`src/rtl/reg_bank_sequencer.sv`:
```
// rtl/reg_bank_sequencer.sv - register-bank master: read, execute, single write per instruction (optional flags: SEQ_FLAGS_EN)
module reg_bank_sequencer #(
    parameter int READ_WAIT = 0
) (
    input  logic       Clk,
    input  logic       Rst,
    input  logic       Inst_Valid,
    output logic       Inst_Ready,
    input  logic [2:0] Opcode,
    input  logic [2:0] Rx_Sel,
    input  logic [2:0] Ry_Sel,
    input  logic [2:0] Rd_Sel,
    input  logic [7:0] Imm,
    input  logic [7:0] RX,
    input  logic [7:0] RY,
    output logic [5:0] RegXY,
    output logic [2:0] R_W,
    output logic       E_N,
    output logic [7:0] Dat,
    output logic       Done,
    output logic       Z_Flag,
    output logic       C_Flag
);

    typedef enum logic [2:0] {IDLE, READ, EXEC, WRITE, DONE} state_t;

    localparam int CW = (READ_WAIT > 0) ? $clog2(READ_WAIT + 1) : 1;

    localparam logic [2:0] OP_NOP = 3'd0;
    localparam logic [2:0] OP_MOV = 3'd1;
    localparam logic [2:0] OP_ADD = 3'd2;
    localparam logic [2:0] OP_SUB = 3'd3;
    localparam logic [2:0] OP_AND = 3'd4;
    localparam logic [2:0] OP_OR  = 3'd5;
    localparam logic [2:0] OP_XOR = 3'd6;
    localparam logic [2:0] OP_LDI = 3'd7;

    state_t          state, state_nxt;
    logic            accept;
    logic [2:0]      op_q;
    logic [2:0]      rd_q;
    logic [7:0]      op_a;
    logic [7:0]      op_b;
    logic [7:0]      alu_res;
    logic [CW-1:0]   wait_cnt;

    assign Inst_Ready = (state == IDLE) & ~Rst;
    assign accept     = Inst_Valid & Inst_Ready;
    assign E_N        = (state == WRITE);
    assign Done       = (state == DONE);

    always_ff @(posedge Clk or posedge Rst) begin
        if (Rst) state <= IDLE;
        else     state <= state_nxt;
    end

    always_comb begin
        state_nxt = state;
        case (state)
            IDLE: begin
                if (accept) begin
                    case (Opcode)
                        OP_NOP:  state_nxt = DONE;
                        OP_LDI:  state_nxt = WRITE;
                        default: state_nxt = READ;
                    endcase
                end
            end
            READ:    if (wait_cnt == '0) state_nxt = EXEC;
            EXEC:    state_nxt = WRITE;
            WRITE:   state_nxt = DONE;
            DONE:    state_nxt = IDLE;
            default: state_nxt = IDLE;
        endcase
    end

    always_comb begin
        alu_res = op_a;
        case (op_q)
            OP_MOV:  alu_res = op_a;
            OP_ADD:  alu_res = op_a + op_b;
            OP_SUB:  alu_res = op_a - op_b;
            OP_AND:  alu_res = op_a & op_b;
            OP_OR:   alu_res = op_a | op_b;
            OP_XOR:  alu_res = op_a ^ op_b;
            default: alu_res = op_a;
        endcase
    end

    // LDI bypasses READ/EXEC, so its write port values are loaded at accept.
    always_ff @(posedge Clk or posedge Rst) begin
        if (Rst) begin
            op_q     <= '0;
            rd_q     <= '0;
            op_a     <= '0;
            op_b     <= '0;
            wait_cnt <= '0;
            RegXY    <= '0;
            R_W      <= '0;
            Dat      <= '0;
        end else begin
            if (accept) begin
                op_q     <= Opcode;
                rd_q     <= Rd_Sel;
                wait_cnt <= CW'(READ_WAIT);
                if (Opcode != OP_NOP && Opcode != OP_LDI)
                    RegXY <= {Rx_Sel, Ry_Sel};
                if (Opcode == OP_LDI) begin
                    R_W <= Rd_Sel;
                    Dat <= Imm;
                end
            end
            if (state == READ) begin
                if (wait_cnt == '0) begin
                    op_a <= RX;
                    op_b <= RY;
                end else begin
                    wait_cnt <= wait_cnt - CW'(1);
                end
            end
            if (state == EXEC) begin
                R_W <= rd_q;
                Dat <= alu_res;
            end
        end
    end

`ifdef SEQ_FLAGS_EN
    logic carry_q;
    logic z_q;
    logic c_q;
    logic is_alu;

    assign is_alu = (op_q >= OP_ADD) && (op_q <= OP_XOR);

    always_ff @(posedge Clk or posedge Rst) begin
        if (Rst) begin
            carry_q <= 1'b0;
            z_q     <= 1'b0;
            c_q     <= 1'b0;
        end else begin
            if (state == EXEC) begin
                if (op_q == OP_ADD)      carry_q <= ({1'b0, op_a} + {1'b0, op_b}) > 9'd255;
                else if (op_q == OP_SUB) carry_q <= (op_a < op_b);
                else                     carry_q <= 1'b0;
            end
            if (state == WRITE && is_alu) begin
                z_q <= (Dat == 8'd0);
                c_q <= carry_q;
            end
        end
    end

    assign Z_Flag = z_q;
    assign C_Flag = c_q;
`else
    assign Z_Flag = 1'b0;
    assign C_Flag = 1'b0;
`endif

endmodule

```
`config.mk`:
```
export PLATFORM = sky130hd
export DESIGN_NAME = reg_bank_sequencer
export DESIGN_NICKNAME = d
export VERILOG_FILES = /design/src/rtl/reg_bank_sequencer.sv
export SDC_FILE = /design/constraint.sdc
export NUM_CORES = 1
export LEC_CHECK = 0
export CAP_MARGIN = 20
export CORE_UTILIZATION = 45
export CTS_BUF_LIST = sky130_fd_sc_hd__clkbuf_4 sky130_fd_sc_hd__clkbuf_8
export CTS_CLUSTER_DIAMETER = 40
export DETAILED_ROUTE_END_ITERATION = 10
export PLACE_DENSITY_LB_ADDON = 0.05
export SLEW_MARGIN = 20
export SYNTH_ARGS = -nofsm -noshare
export SYNTH_HDL_FRONTEND = slang
export SYNTH_SLANG_ARGS = --single-unit
```
`constraint.sdc`:
```
create_clock -name Clk -period 2.34 [get_ports Clk]
set_input_delay 0.585 -clock Clk [delete_from_list [all_inputs] [get_ports Clk]]
set_output_delay 0.585 -clock Clk [all_outputs]
set_load 0.02 [all_outputs]
```
==> flow_metrics.env <==
export IMPL_finalMaxSlewViolations=0
export IMPL_start_kind="register"
export IMPL_p_sw_share_pct=45.0
export IMPL_wirelength_mm=6.55
export IMPL_crit_buf_inv=0
export IMPL_place_inst=452
export IMPL_path_clk_slew_ns=0.08
export IMPL_switching_power_mw=2.66
export IMPL_crit_fanout=7
export IMPL_layout_setup_ws_ns=0.0509
export IMPL_p_int_mw=3.26
export IMPL_first_iter_violations=103
export IMPL_yosys_area_top_type_share_pct=37.8
export IMPL_cp_slowest_cell="dfrtp_1"
export IMPL_cpLargestDelayFamily="simple AND/OR/NAND/NOR gates"
export IMPL_yosys_area_share_simple_pct=14.5
export IMPL_crit_chain="and3b_2 -> mux2_4 -> fa_2 -> nor2b_1 -> o21a_1 -> o21ai_2 -> and3b_1 -> o221ai_2 -> o21ai_1"
export IMPL_yosysUniqueCellTypes=51
export IMPL_cts_tree="done"
export IMPL_drc=0
export IMPL_cpPeakStageDelay_ns=0.38
export IMPL_setup_violations=0
export IMPL_layout_nets=449
export IMPL_slew_headroom_pct=63.5
export IMPL_synth_mux_area_share_pct=9.81
export IMPL_numCtsBuffers=5
export IMPL_gp_congestion=0.844
export IMPL_peakVddDrop_mv=0.703
export IMPL_grt_pass1_vias=2252
export IMPL_syn2layout_area_growth_pct=32.6
export IMPL_h_tree_depth=2
export IMPL_async_reset_ff_share_pct=100
export IMPL_grt_pass1_wl_mm=10.7
export IMPL_rows=28
export IMPL_clock_latency_ns=0.30
export IMPL_cts_root_buf="clkbuf_8"
export IMPL_dieArea_um2=6640
export IMPL_fin_crit_sh_pct=97.8
export IMPL_synthAdderAreaFrac_pct=11.3
export IMPL_avgViaCountPerCell=5.21
export IMPL_yosys_warnings=0
export IMPL_powerDensity_nw_per_um2=1570
export IMPL_syn_area_per_cell_um2=9.12
export IMPL_drv_cap=0
export IMPL_run_status="finished clean"
export IMPL_synth_top_family_by_area="compound AO/OA/AOI/OAI gates"
export IMPL_grt_max_degree=44
export IMPL_fin_worst_skew_ns=0.00323
export IMPL_criticalPathCategory="reg2reg"
export IMPL_cts_hold_buf=0
export IMPL_worst_pin_slew_ns=0.547
export IMPL_wl_per_cell_um=14.2
export IMPL_hold_ws_ns=0.483
export IMPL_post_dp_hpwl_mm=4.74
export IMPL_synthesis_area_um2=2840
export IMPL_yosysTopAreaCell="dfrtp_1"
export IMPL_crit_path_end_kind="register"
export IMPL_pwr_share_comb_pct=68.0
export IMPL_clockBufferDepth=2
export IMPL_synth_compound_area_share_pct=16.6
export IMPL_first_pass_iters=4
export IMPL_finalCriticalPeriod_ns=2.29
export IMPL_cts_sinks=43
export IMPL_synthCells=312
export IMPL_initial_core_util_pct=47.2
export IMPL_clkPwrFrac_pct=7.9
export IMPL_p_seq_share_pct=24.1
export IMPL_core_area_um2=6030
export IMPL_crit_required_ns=2.53
export IMPL_die_w_um=81.5
export IMPL_synth_edf_count=0
export IMPL_rsz0062_at_grt="yes"
export IMPL_final_setup_tns_ns=0
export IMPL_ant_nets=0
export IMPL_synth_ff_type="dfrtp_1"
export IMPL_hold_viol=0
export IMPL_worstHoldPathType="reg2reg"
export IMPL_grtUsageTotal_pct=21.3
export IMPL_cellLeakagePower_nw=1.74
export IMPL_max_freq_ghz=0.437
export IMPL_synth_xor_area_share_pct=2.77
export IMPL_antenna_found_initial=0
export IMPL_vias=2401
export IMPL_synth_seq_cells=43
export IMPL_io_buffers=58
export IMPL_synth_yosys_seq_area_share_pct=37.8
export IMPL_overflow=0
export IMPL_pre_cts_ws_ns=-0.103
export IMPL_stdcell_count=461
export IMPL_arrival_ns=2.48
export IMPL_num_io_pins=61
export IMPL_power_mw=5.92
export IMPL_yosys_top_cells_area="dfrtp_1 38%, ha_1 11%, nand2_1 6.6%, o21ai_0 6.5%, mux2_2 4.4%"
export IMPL_drive_above_1_share_pct=18.4
export IMPL_die_h_um=81.5
export IMPL_diodes=0
placed cells by master, fill, tap and decap left out, types with 2 or more instances in the layout:
| cell type | count |
|---|---|
| a21o_1 | 2 |
| a21oi_1 | 10 |
| a21oi_2 | 3 |
| a22oi_1 | 3 |
| a31oi_1 | 2 |
| buf_4 | 24 |
| clkbuf_8 | 5 |
| clkdlybuf4s50_1 | 56 |
| clkinv_2 | 3 |
| conb_1 | 2 |
| dfrtp_1 | 41 |
| dfrtp_2 | 2 |
| ha_1 | 23 |
| inv_1 | 25 |
| mux2_2 | 10 |
| mux2i_1 | 11 |
| mux4_2 | 2 |
| nand2_1 | 50 |
| nand2b_1 | 3 |
| nand3_1 | 4 |
| nor2_1 | 15 |
| nor2_2 | 2 |
| nor2b_1 | 2 |
| nor3_1 | 2 |
| nor4_4 | 2 |
| o21ai_0 | 32 |
| o21ai_1 | 4 |
| o21ai_2 | 2 |
| o221a_2 | 2 |
| o22ai_1 | 3 |
| xnor2_1 | 8 |
power groups by stage:
stage | clock, mW | combinational (mW) | sequential [mW]
finish | 0.468 | 4.03 | 1.43
global route | 0.521 | 4.51 | 1.48
CTS | 0.482 | 3.80 | 1.41
detailed placement | 0 | 3.76 | 1.42
global placement | 0 | 3.67 | 1.40
floorplan | 0 | 2.42 | 1.51
stage by stage:
stage               util (%)  instance area (µm²)
global route            62.6                 3770
detailed placement      59.8                 3600
CTS                     61.4                 3700
floorplan                  -                 2870
global placement        59.8                 3600
finish                  62.6                 3770
Yosys cell counts (2+ instances only):
cell type  count
o21ai_0       37
o221a_2        2
a22oi_1        3
buf_4          3
nor3_1         3
buf_2          3
buf_6          2
nand2_1       50
mux2_2        11
ha_1          24
a31oi_1        3
mux2i_1       11
nor2b_1        2
o221ai_1       2
o22ai_1        3
clkbuf_1       7
inv_1         26
nor2_1        17
and3b_1        2
mux4_2         2
a21o_1         2
xnor2_1        8
a21oi_1       13
a221oi_1       2
dfrtp_1       43
nand3_1        4
nand2b_1       3
sequential cells by signal, summed over array words and instances (netlist names):
name	count
state	3
wait_cnt	1
R_W	3
op_a	8
Dat	8
op_q	3
RegXY	6
rd_q	3
op_b	8
path summary, 6_finish.rpt:
| kind | slack [ns] | endpoint | start | cells after the start |
|---|---|---|---|---|
| max in group asynchronous | 1.12 | op_b[2]$_DFFE_PP0P_ | Rst | 3 |
| hold reg to reg | 0.48 | rd_q[1]$_DFFE_PP0P_ | rd_q[1]$_DFFE_PP0P_ | 2 |
| setup reg to reg | 0.05 | Dat[4]$_DFFE_PP0P_ | op_q[2]$_DFFE_PP0P_ | 9 |
| setup / recovery | 0.05 | Dat[4]$_DFFE_PP0P_ | op_q[2]$_DFFE_PP0P_ | 9 |
| hold / removal | 0.48 | rd_q[1]$_DFFE_PP0P_ | rd_q[1]$_DFFE_PP0P_ | 2 |
| min in group asynchronous | 0.82 | state[2]$_DFFE_PP0P_ | Rst | 3 |
worst min-delay path: cells and delay by family (launching register included):
kind	cells	cell delay, ns
flip-flops	1	0.35
AND/OR/NAND/NOR	2	0.10
layout make-up:
| class | instances | area (µm²) |
|---|---|---|
| clock buffers | 5 | 68.8 |
| clock inverters | 3 | 15.0 |
| fillers | 540 | 2250 |
| inverters | 26 | 97.6 |
| multi-input cells | 227 | 1660 |
| flip-flops and latches | 43 | 1080 |
| well taps | 75 | 93.8 |
| repair buffers | 82 | 762 |
layer usage:
layer	global-route usage, %	vias to the layer above	part of all wire (%)	wire length [µm]
li1	-	1213	-	-
met1	28.5	1113	46	3030
met2	34.1	66	47	3070
met3	4.33	9	5.6	365
met4	7.68	0	1.3	82
met5	0	-	0	0
cell families (layout without fill, tap and decap cells):
group,Yosys count,in the layout
fa+ha+maj,25,25
other cells,1,2
flops,43,43
mux,24,24
compound gates,78,78
buf+inv,43,116
xor+xnor,9,9
simple gates,89,89
timing repair:
action                                  in CTS  in global routing
endpoints found under the setup margin       4                  6
pin swaps                                    0                  6
endpoints found under the hold margin        0                  0
resized for setup                            4                 20
setup buffers                                0                  1
Power figures use the tool's default switching activity.
==> edit, RTL diff (config.mk and constraints unchanged) <==
Re-encode `state_t` (5 states) as one-hot, 5 bits wide.
--- a/src/rtl/reg_bank_sequencer.sv
+++ b/src/rtl/reg_bank_sequencer.sv
@@ -24,3 +24,3 @@
 
-    typedef enum logic [2:0] {IDLE, READ, EXEC, WRITE, DONE} state_t;
+    typedef enum logic [4:0] {IDLE = 5'b00001, READ = 5'b00010, EXEC = 5'b00100, WRITE = 5'b01000, DONE = 5'b10000} state_t;
 
Behaviour: same outputs for any inputs over 10 cycles, from zero or initial values and one cycle with Rst high; not proved beyond that.
==> edit against the original RTL <==
Largest power group unchanged; largest cell class unchanged; sequential power down 8%; cell area up 6.7%; critical path type unchanged; global-route usage up 0.57 points; routed wire length up 3.4%; sequential cell count up 2; the run now ends with setup timing left; total power down 7.1%; area after synthesis up 2.9%; worst setup slack worse by 0.16 ns.
==> edit: results (changes against the original RTL) <==
Max transition margin 0.617 (-0.0176); failing checks setup timing; Worst-path clk slew 0.08 ns (about the same); routed wire length 6770 um (+3.4%); H-tree depth 2 (unchanged); hold path cells 2 (unchanged); initial DRC count 117 (+14%); biggest regs Dat (8), op_a (8), op_b (8); Sum Neg Setup Slack -0.371 ns (-0.371 ns); hpwl dp 5150 um (+8.6%); Layout Cells excl Fill 475 (+3.0%); outcome finished with violations; final setup vio count 5 (+5); Vias 2452 (+2.1%); Pleak 1.81 nW (+3.9%); skew final 0.00354 ns (+0.000307 ns); GPL Wtd Cong 0.812 (-3.8%); CP Data Arrival Time 2.64 ns (+0.16 ns); HP Start R_W[2]$_DFFE_PP0P_; Avg Synthesized Cell Area 9.62 um^2 (+5.6%); first-pass GRT wire length 11100 um (+3.6%); Switching Share 0.413 (-0.0368); critical path's largest stage delay 0.43 ns (+0.05 ns); Hold WS 0.487 ns (+0.00373 ns); Post-Synth XOR/XNOR Area 0.0329 (+0.00522); Antenna Cells 0 (unchanged); final setup margin -0.109 ns (-0.160 ns); R2R cell count 11 (+2); largest cells by area after synthesis dfrtp_1 38%, ha_1 10%, nand2_1 4.9%; Cell Area, Placed 3820 um^2 (+6.1%); maximum VDD drop 0.678 mV (-3.5%); layout cells sized above 1 0.254 (+0.0698); power share of the combinational group 0.669 (-0.011); Clock Power Share 0.092 (+0.013); Compound-Gate Fraction of Synth Area 0.162 (-0.00376); hold endpoint R_W[2]$_DFFE_PP0P_; library cells used by synthesis 58 (+14%); Pre-antenna DRT Iters 4 (unchanged); multiplexer share of the synthesized area 0.108 (+0.00968); P_seq 1.32 mW (-8%); number of global-route vias before repair 2331 (+3.5%); largest net degree at the start of global routing 46 (+4.5%); dpl ws -0.0861 ns (+0.0169 ns); most frequent cells after synthesis 44 x dfrtp_1, 38 x nand2_1, 26 x inv_1, 26 x o21ai_0, 24 x ha_1; CP Max Fanout 4 (-3); register area share after synthesis 0.385 (+0.00702); Overall Global Routing Usage 0.219 (+0.00569); post-synthesis adder-cell area fraction 0.109 (-0.00313); dpl cells 461 (+2.0%)
==> edit: what timing repair did <==
item	in CTS	in global routing
pin swaps	3	10
resized for setup	9	16
hold buffers	0	0
setup endpoints to repair	7	6
setup buffers	2	4
==> edit: worst max-delay path: cells and delay by family (launching register included) <==
family	cells	cell delay [ns]
buffers and inverters	1	0.15
flip-flops	1	0.43
AO/OA/AOI/OAI	4	0.74
adder cells (fa/ha/maj)	1	0.36
XOR/XNOR	1	0.15
AND/OR/NAND/NOR	4	0.51
==> edit: area by class of cell <==
cell class | count | area (um^2)
clock inverter | 1 | 7.51
clock buffer | 7 | 83.8
multi-input combinational | 220 | 1730
fill | 544 | 2290
inverter | 27 | 105
tap | 77 | 96.3
sequential | 45 | 1130
timing repair buffer | 98 | 873
==> edit: per-layer routing <==
metal  routed length (um)  vias up  global-route usage
met5                    0        -                   0
met4                   90        0              0.0724
met3                  370        8              0.0341
met2                 2980       63               0.336
met1                 3330     1138               0.314
li1                     -     1243                   -
